[config.mk]
export PLATFORM = sky130hd
export DESIGN_NAME = latch_bank_arbiter
export DESIGN_NICKNAME = d
export VERILOG_FILES = /design/src/rtl/latch_bank_arbiter.sv
export SDC_FILE = /design/constraint.sdc
export NUM_CORES = 1
export LEC_CHECK = 0
export CORE_ASPECT_RATIO = 0.6
export CORE_UTILIZATION = 48
export CTS_CLUSTER_SIZE = 12
export DETAILED_ROUTE_END_ITERATION = 16
export PLACE_DENSITY = 0.77
export SYNTH_ARGS = -nofsm -noshare
export SYNTH_HDL_FRONTEND = slang
export SYNTH_SLANG_ARGS = --single-unit
[constraint.sdc]
create_clock -name clk -period 2.7 [get_ports clk]
set_input_delay 0.405 -clock clk [delete_from_list [all_inputs] [get_ports clk]]
set_output_delay 0.405 -clock clk [all_outputs]
set_load 0.01 [all_outputs]
[src/rtl/latch_bank_arbiter.sv]
// latch_bank_arbiter: round-robin write arbiter for four requesters sharing a
// small bank of registers. A transaction walks IDLE -> GRANT -> WRITE -> ACK.
// A registered read port exposes the bank contents at all times.
module latch_bank_arbiter #(
  parameter int DW = 8,
  parameter int AW = 2
) (
  input  logic              clk,
  input  logic              rst,
  input  logic [3:0]        req,
  input  logic [4*AW-1:0]   wr_addr,
  input  logic [4*DW-1:0]   wr_data,
  output logic [3:0]        gnt,
  output logic [3:0]        ack,
  output logic              busy,
  input  logic [AW-1:0]     rd_addr,
  output logic [DW-1:0]     rd_data,
  output logic [7:0]        wr_cnt
);

  localparam int NREG = 2**AW;

  typedef enum logic [1:0] {
    IDLE  = 2'd0,
    GRANT = 2'd1,
    WRITE = 2'd2,
    ACK   = 2'd3
  } state_t;

  state_t          state_q;
  state_t          state_d;
  logic [1:0]      ptr_q;
  logic [1:0]      winner_q;
  logic [1:0]      winner_d;
  logic [1:0]      rr_pick;
  logic [1:0]      rr_idx;
  logic            rr_valid;
  logic [3:0]      gnt_d;
  logic [3:0]      ack_d;
  logic [AW-1:0]   hold_addr;
  logic [DW-1:0]   hold_data;
  logic [DW-1:0]   bank [NREG];

  // Round-robin pick: scan from farthest offset down so the requester closest to ptr wins.
  always_comb begin
    rr_pick  = ptr_q;
    rr_idx   = '0;
    rr_valid = 1'b0;
    for (int j = 3; j >= 0; j--) begin
      rr_idx = ptr_q + 2'(j);
      if (req[rr_idx]) begin
        rr_pick  = rr_idx;
        rr_valid = 1'b1;
      end
    end
  end

  // State register; everything returns to IDLE on reset.
  always_ff @(posedge clk or posedge rst) begin
    if (rst) begin
      state_q <= IDLE;
    end else begin
      state_q <= state_d;
    end
  end

  // Next-state logic; only the current winner's req matters once granted.
  always_comb begin
    state_d = state_q;
    case (state_q)
      IDLE:    if (rr_valid) state_d = GRANT;
      GRANT:   state_d = req[winner_q] ? WRITE : IDLE;
      WRITE:   state_d = ACK;
      ACK:     state_d = IDLE;
      default: state_d = IDLE;
    endcase
  end

  // Output decode from the upcoming state so gnt/ack can be registered without extra latency.
  always_comb begin
    winner_d = winner_q;
    gnt_d    = '0;
    ack_d    = '0;
    if (state_q == IDLE && rr_valid) begin
      winner_d = rr_pick;
    end
    if (state_d != IDLE) begin
      gnt_d = 4'b0001 << winner_d;
    end
    if (state_d == ACK) begin
      ack_d = 4'b0001 << winner_d;
    end
  end

  assign busy = (state_q != IDLE);

  // Transaction bookkeeping: winner, grant/ack registers, holding registers, pointer and counter.
  always_ff @(posedge clk or posedge rst) begin
    if (rst) begin
      winner_q  <= '0;
      ptr_q     <= '0;
      gnt       <= '0;
      ack       <= '0;
      wr_cnt    <= '0;
      hold_addr <= '0;
      hold_data <= '0;
    end else begin
      winner_q <= winner_d;
      gnt      <= gnt_d;
      ack      <= ack_d;
      if (state_q == GRANT && req[winner_q]) begin
        hold_addr <= wr_addr[int'(winner_q)*AW +: AW];
        hold_data <= wr_data[int'(winner_q)*DW +: DW];
      end
      if (state_q == ACK) begin
        ptr_q  <= winner_q + 2'd1;
        wr_cnt <= wr_cnt + 8'd1;
      end
    end
  end

  // Bank write from the holding registers and the always-on registered read port.
  always_ff @(posedge clk or posedge rst) begin
    if (rst) begin
      for (int i = 0; i < NREG; i++) begin
        bank[i] <= '0;
      end
      rd_data <= '0;
    end else begin
      if (state_q == WRITE) begin
        bank[hold_addr] <= hold_data;
      end
      rd_data <= bank[rd_addr];
    end
  end

endmodule

**Word level (Yosys, flattened, before mapping)**

Index checks and enable logic that the tools add are counted.

- Flip-flop bits (word level): 72
- Bits in latches: 0
- Memory bits (writable): 0
- Memory bits (read-only): 0
- Input bits: 48
- Output and inout bits: 25
- Word-level logic and storage cells: 71
- Memories: 0

- $add $sub $neg: 5
- Multiply operators: 0
- Divide/modulo/power cells: 0
- $lt $le $gt $ge: 8
- Equality and inequality tests: 4
- Shifts and indexed selects: 3
- Mux-type cells: 30
- Bitwise logic cells: 2
- Reduce and logical (&&, ||, !) cells: 6

Operators by type and width:

| kind | count |
|---|---|
| $bwmux W32 | 1 |
| $shiftx A32 B6 Y8 | 1 |
| $mux W8 | 3 |
| $bmux W8 S2 | 1 |
| $demux W8 S2 | 1 |
| $lt A2 B3 Y1 const B | 5 |
| $mux W2 | 7 |
| $bmux W1 S2 | 5 |
| $mux W1 | 9 |
| $add A8 B1 Y8 const B | 1 |
| $mux W4 | 2 |
| $pmux W2 S4 | 1 |
| $shiftx A8 B4 Y2 | 1 |
| $eq A2 B2 Y1 const B | 3 |
| $ge A3 B3 Y1 const B | 2 |
| $not A2 Y3 | 2 |
| $add A2 B1 Y2 const B | 2 |
| $add A2 B2 Y2 const B | 2 |
| $reduce_bool A2 Y1 | 2 |
| $shl A1 B2 Y4 const A | 1 |
| $logic_and A1 B1 Y1 | 3 |
| $lt A3 B1 Y1 const B | 1 |
| $eq A2 B1 Y1 const B | 1 |
| $logic_not A2 Y1 | 1 |

**Depth between registers and ports, before layout**

- Depth after elaboration: 11
- Depth in mapped cells: 7
- Depth with buffers taken out: 6

**Least setup slack after synthesis**

No wires, ideal clock.

- Path kind: flip-flop to flip-flop
- From: register winner_q[0]
- To: register hold_data[0]
- Data arrival time: 1504 ps
- Data required time: 2575 ps
- Path slack: 1072 ps
- Stages on the path, launching flop included: 5
- Cells stage by stage: dfrtp_1 -> buf_4 -> buf_2 -> mux4_2 -> mux2_2

- Longest elaborated chain between the ends: 3

RTL lines:

| what | RTL line | RTL |
|---|---|---|
| start, declared | 33 | `logic [1:0] winner_q;` |
| start signal, assigned | 108 | `winner_q <= winner_d;` |
| parallel branches: the longest is 3 deep, another holds $shiftx A32 B6 Y8 | -- |  |
| end signal, assigned | 113 | `hold_data <= wr_data[int'(winner_q)*DW +: DW];` |
| end, declared | 41 | `logic [DW-1:0] hold_data;` |

Several ways; the timed one is not identified. The select of a mux whose other input is x is not followed.
A chain may end at the register's enable or synchronous reset.

**Worst setup path after layout**

- From: register state_q[0]
- To: output busy

- Longest elaborated chain between the ends: 1

RTL lines:

| what | RTL line | RTL |
|---|---|---|
| start, declared | 30 | `state_t state_q;` |
| start signal, assigned | 63 | `state_q <= state_d;` |
| $reduce_bool A2 Y1 | 95 | `assign busy = (state_q != IDLE);` |
| end, declared | 15 | `output logic busy,` |

Every way passes these cells.

==> impl_results.md <==
- Clk root buf: clkbuf_8
- WL final: 6669 um
- Worst-path fanout max: 8
- ANT nets after route: 0
- FF/Latch Area: 0.001802 mm^2
- Synth Register Bits: slightly above 70
- Worst path arrival time: 1600 ps
- RSZ-0062 raised after global routing: no
- Fmax: ~500 MHz
- Leak: 1.769 nW
- Initial antenna violation count: 0
- R2R Setup Slk: between 700 and 800 ps
- Initial Utilization: 0.5116
- DIE WIDTH: roughly 110 um
- Layout Utilization: 0.6774
- Crit-path cells: nor2_2 > inv_1 > clkdlybuf4s50_1
- Fin nets: around 340
- Slew HR: 0.4514
- Core area: roughly 0.0063 mm^2
- MaxCap Viol Count: 0
- Final max-slew violation count: 0
- Global-route wire length before repair: 11100 um
- CTS Buf Count: 9
- Setup CP Type: register to primary output
- Status: complete, no violations
- Peak supply drop: between 0.5 and 0.6 mV
- Io pins: 73
- Async set or reset register ratio after synthesis: 1.000
- HP Class: input pin to async pin
- Clk slew on worst S/H paths: ~80 ps
- Yosys warns: 0
- Area taken by multi-input logic gates: 0.001360 mm^2
- DR pass1 iterations: 4
- Area delta synth->final: 32.42%
- DRT iter0 DRCs: between 60 and 70
- Worst slew pin tran: 818.5 ps
- CTS max path bufs: 2
- Cells after Synth: 215
- # placed instances: about 370
- TritonCTS clock tree: done
- CP max stage delay: about 480 ps
- Netlist cell types: 36
- Post-synth EDFFs: 0
- H-tree Lvls: 3
- FF-to-FF Start: winner_q[0]
- Post-Syn Area: 0.003211 mm^2
- Port Buffers: 72
- Post-CTS resize count: 0
- Largest net degree at the start of global routing: 47
- Share of cells above drive strength 1: 0.3054
- Dpl hpwl: 4871 um
- Crit-path leading delay family: buffers and inverters
- Diode count: 0
- Die Y: 65.35 um
- Hold-fix buffers, CTS: 0
- Final hold vios: 0
- Row Count: 22
- Synthesized area per cell: 14.93 um^2
- Drc violations: 0
- Vias: 2078
- Clock sinks: 72
- GRT Total Usage: 0.2202
- CP max stage cell: clkdlybuf4s50_1
- Post-synth top flop: dfrtp_1
- Clk Latency, worst-skew pair: 330 ps
- Max Clock Skew: 5.457 ps
- Min cycle time layout: 2008 ps
- Via-to-Cell Ratio: 5.440
- Register area share after synthesis: 0.5612
- Post-CTS Repair Setup Buffers: 0
- Vias in the first global route: ~2100
- Avg WL per Cell: 17.46 um
- Startpoint types: register
- Grt total ovfl: 0
- Worst path buffer plus inverter count: 2
- Pwr Density: 1069 mW/mm^2
- TNS Setup: 0 ps
- Fillers: 468
- WP data required: 2300 ps
- Endpoints failing setup: 0
- Worst Reg-to-Reg Cells: 4
- Syn nets: 264
- Hold Slack: 440.4 ps
- Die area: about 0.007 mm^2
- Crit path capture type: primary output
- Final Cycle Share: 0.7435
- Gpl congestion: 0.8329
- R2r endpoint: hold_data[4]
- Layout Cells excl Fill: 382
[sequential cells by signal, indices dropped and copies added (netlist names)]
signal / flops
bank: 32
hold_data: 8
rd_data: 8
wr_cnt: 8
ack: 4
gnt: 4
hold_addr: 2
ptr_q: 2
state_q: 2
winner_q: 2
[synth_stat cells (all sizes together) (3+ instances only)]
cell type | number | area (um^2)
mux4 | 18 | 405.4
nand2b | 5 | 31.28
dfrtp | 72 | 1802
xnor2 | 5 | 43.79
clkbuf | 4 | 16.26
nor3 | 6 | 35.03
o21ai | 4 | 20.02
nand2 | 12 | 45.04
xor2 | 3 | 26.28
nor2 | 6 | 30.03
inv | 4 | 15.01
nand3 | 3 | 15.01
buf | 3 | 17.52
a21oi | 6 | 33.78
mux2 | 43 | 484.2
[where the power goes]
part           internal, W  switching [W]  leakage (nW)
clock             0.000544       0.000389         0.106
combinational      0.00102       0.000617         0.769
sequential         0.00157       0.000412         0.895
[worst reg2reg max path, stage by stage, from the launching register on]
cell     delay, ps
dfrtp_1        650
nor2b_1         90
a211o_2        320
nand2_1        390
mux2_2         390
[cells in the final DEF, fill, tap and decap left out, types with 2 or more instances in the layout]
cell / synthesis / layout
nor2_1: 3 / 3
nor2_2: 3 / 3
dfrtp_1: 72 / 72
a21oi_1: 5 / 5
nor3_1: 5 / 5
nor2b_1: 2 / 2
xor2_1: 3 / 3
mux4_2: 18 / 18
a211o_2: 2 / 2
o21ai_0: 4 / 4
clkdlybuf4s50_1: 0 / 72
clkinvlp_4: 0 / 2
mux2_2: 43 / 43
and2b_1: 2 / 2
xnor2_1: 5 / 5
nand2_1: 12 / 12
inv_1: 4 / 3
clkbuf_8: 0 / 10
nand2b_1: 5 / 5
bufinv_16: 0 / 2
nand3_1: 3 / 3
nor3b_1: 2 / 2
nor4_1: 2 / 2
[layer usage]
metal  up-vias  track usage  share of wire
li1        941            -              -
met1      1055       0.3222           0.48
met2        76       0.3285           0.45
met3         6      0.05456          0.064
met4         0      0.06164         0.0085
met5         -            0              0
[area by class of cell]
class                      count  share of cell area
multi-input combinational    132              0.3199
clock inverter                 5             0.01883
sequential                    72              0.4238
clock buffer                  11             0.03325
tap                           84             0.02472
inverter                       4            0.003531
timing repair buffer          74              0.1760
[worst max path at each step]
stage | startpoint | end | depth (start not counted)
2_1_floorplan | rst | ack[0] | 1
3_3_place_gp | req[0] | hold_data[4] | 5
3_5_place_dp | req[0] | hold_data[6] | 5
4_1_cts | state_q[1] | busy | 3
5_1_grt | winner_q[0] | hold_data[4] | 4
6_report | state_q[0] | busy | 3
[through the flow]
| step | worst slack [ps] | cell area, um^2 | power [W] |
|---|---|---|---|
| after floorplan | 470.1 | 3211 | 0.003000 |
| after global placement | 419.4 | 4030 | 0.003569 |
| after detailed placement | 376.0 | 4030 | 0.003640 |
| after CTS | 672.9 | 4252 | 0.004578 |
| after global routing | 563.3 | 4252 | 0.004831 |
| final | 692.4 | 4252 | 0.004545 |
[logic make-up after synthesis]
| group | synth area share |
|---|---|
| xor gates and xnor gates | 0.02182 |
| muxes | 0.2802 |
| AOI/OAI and AO/OA | 0.04014 |
| buffers and inverters | 0.01520 |
| and+or+nand+nor | 0.07755 |
| DFF | 0.5612 |
| adders and majority gates | 0.003896 |
No activity file was read; power rests on OpenSTA's default activity.
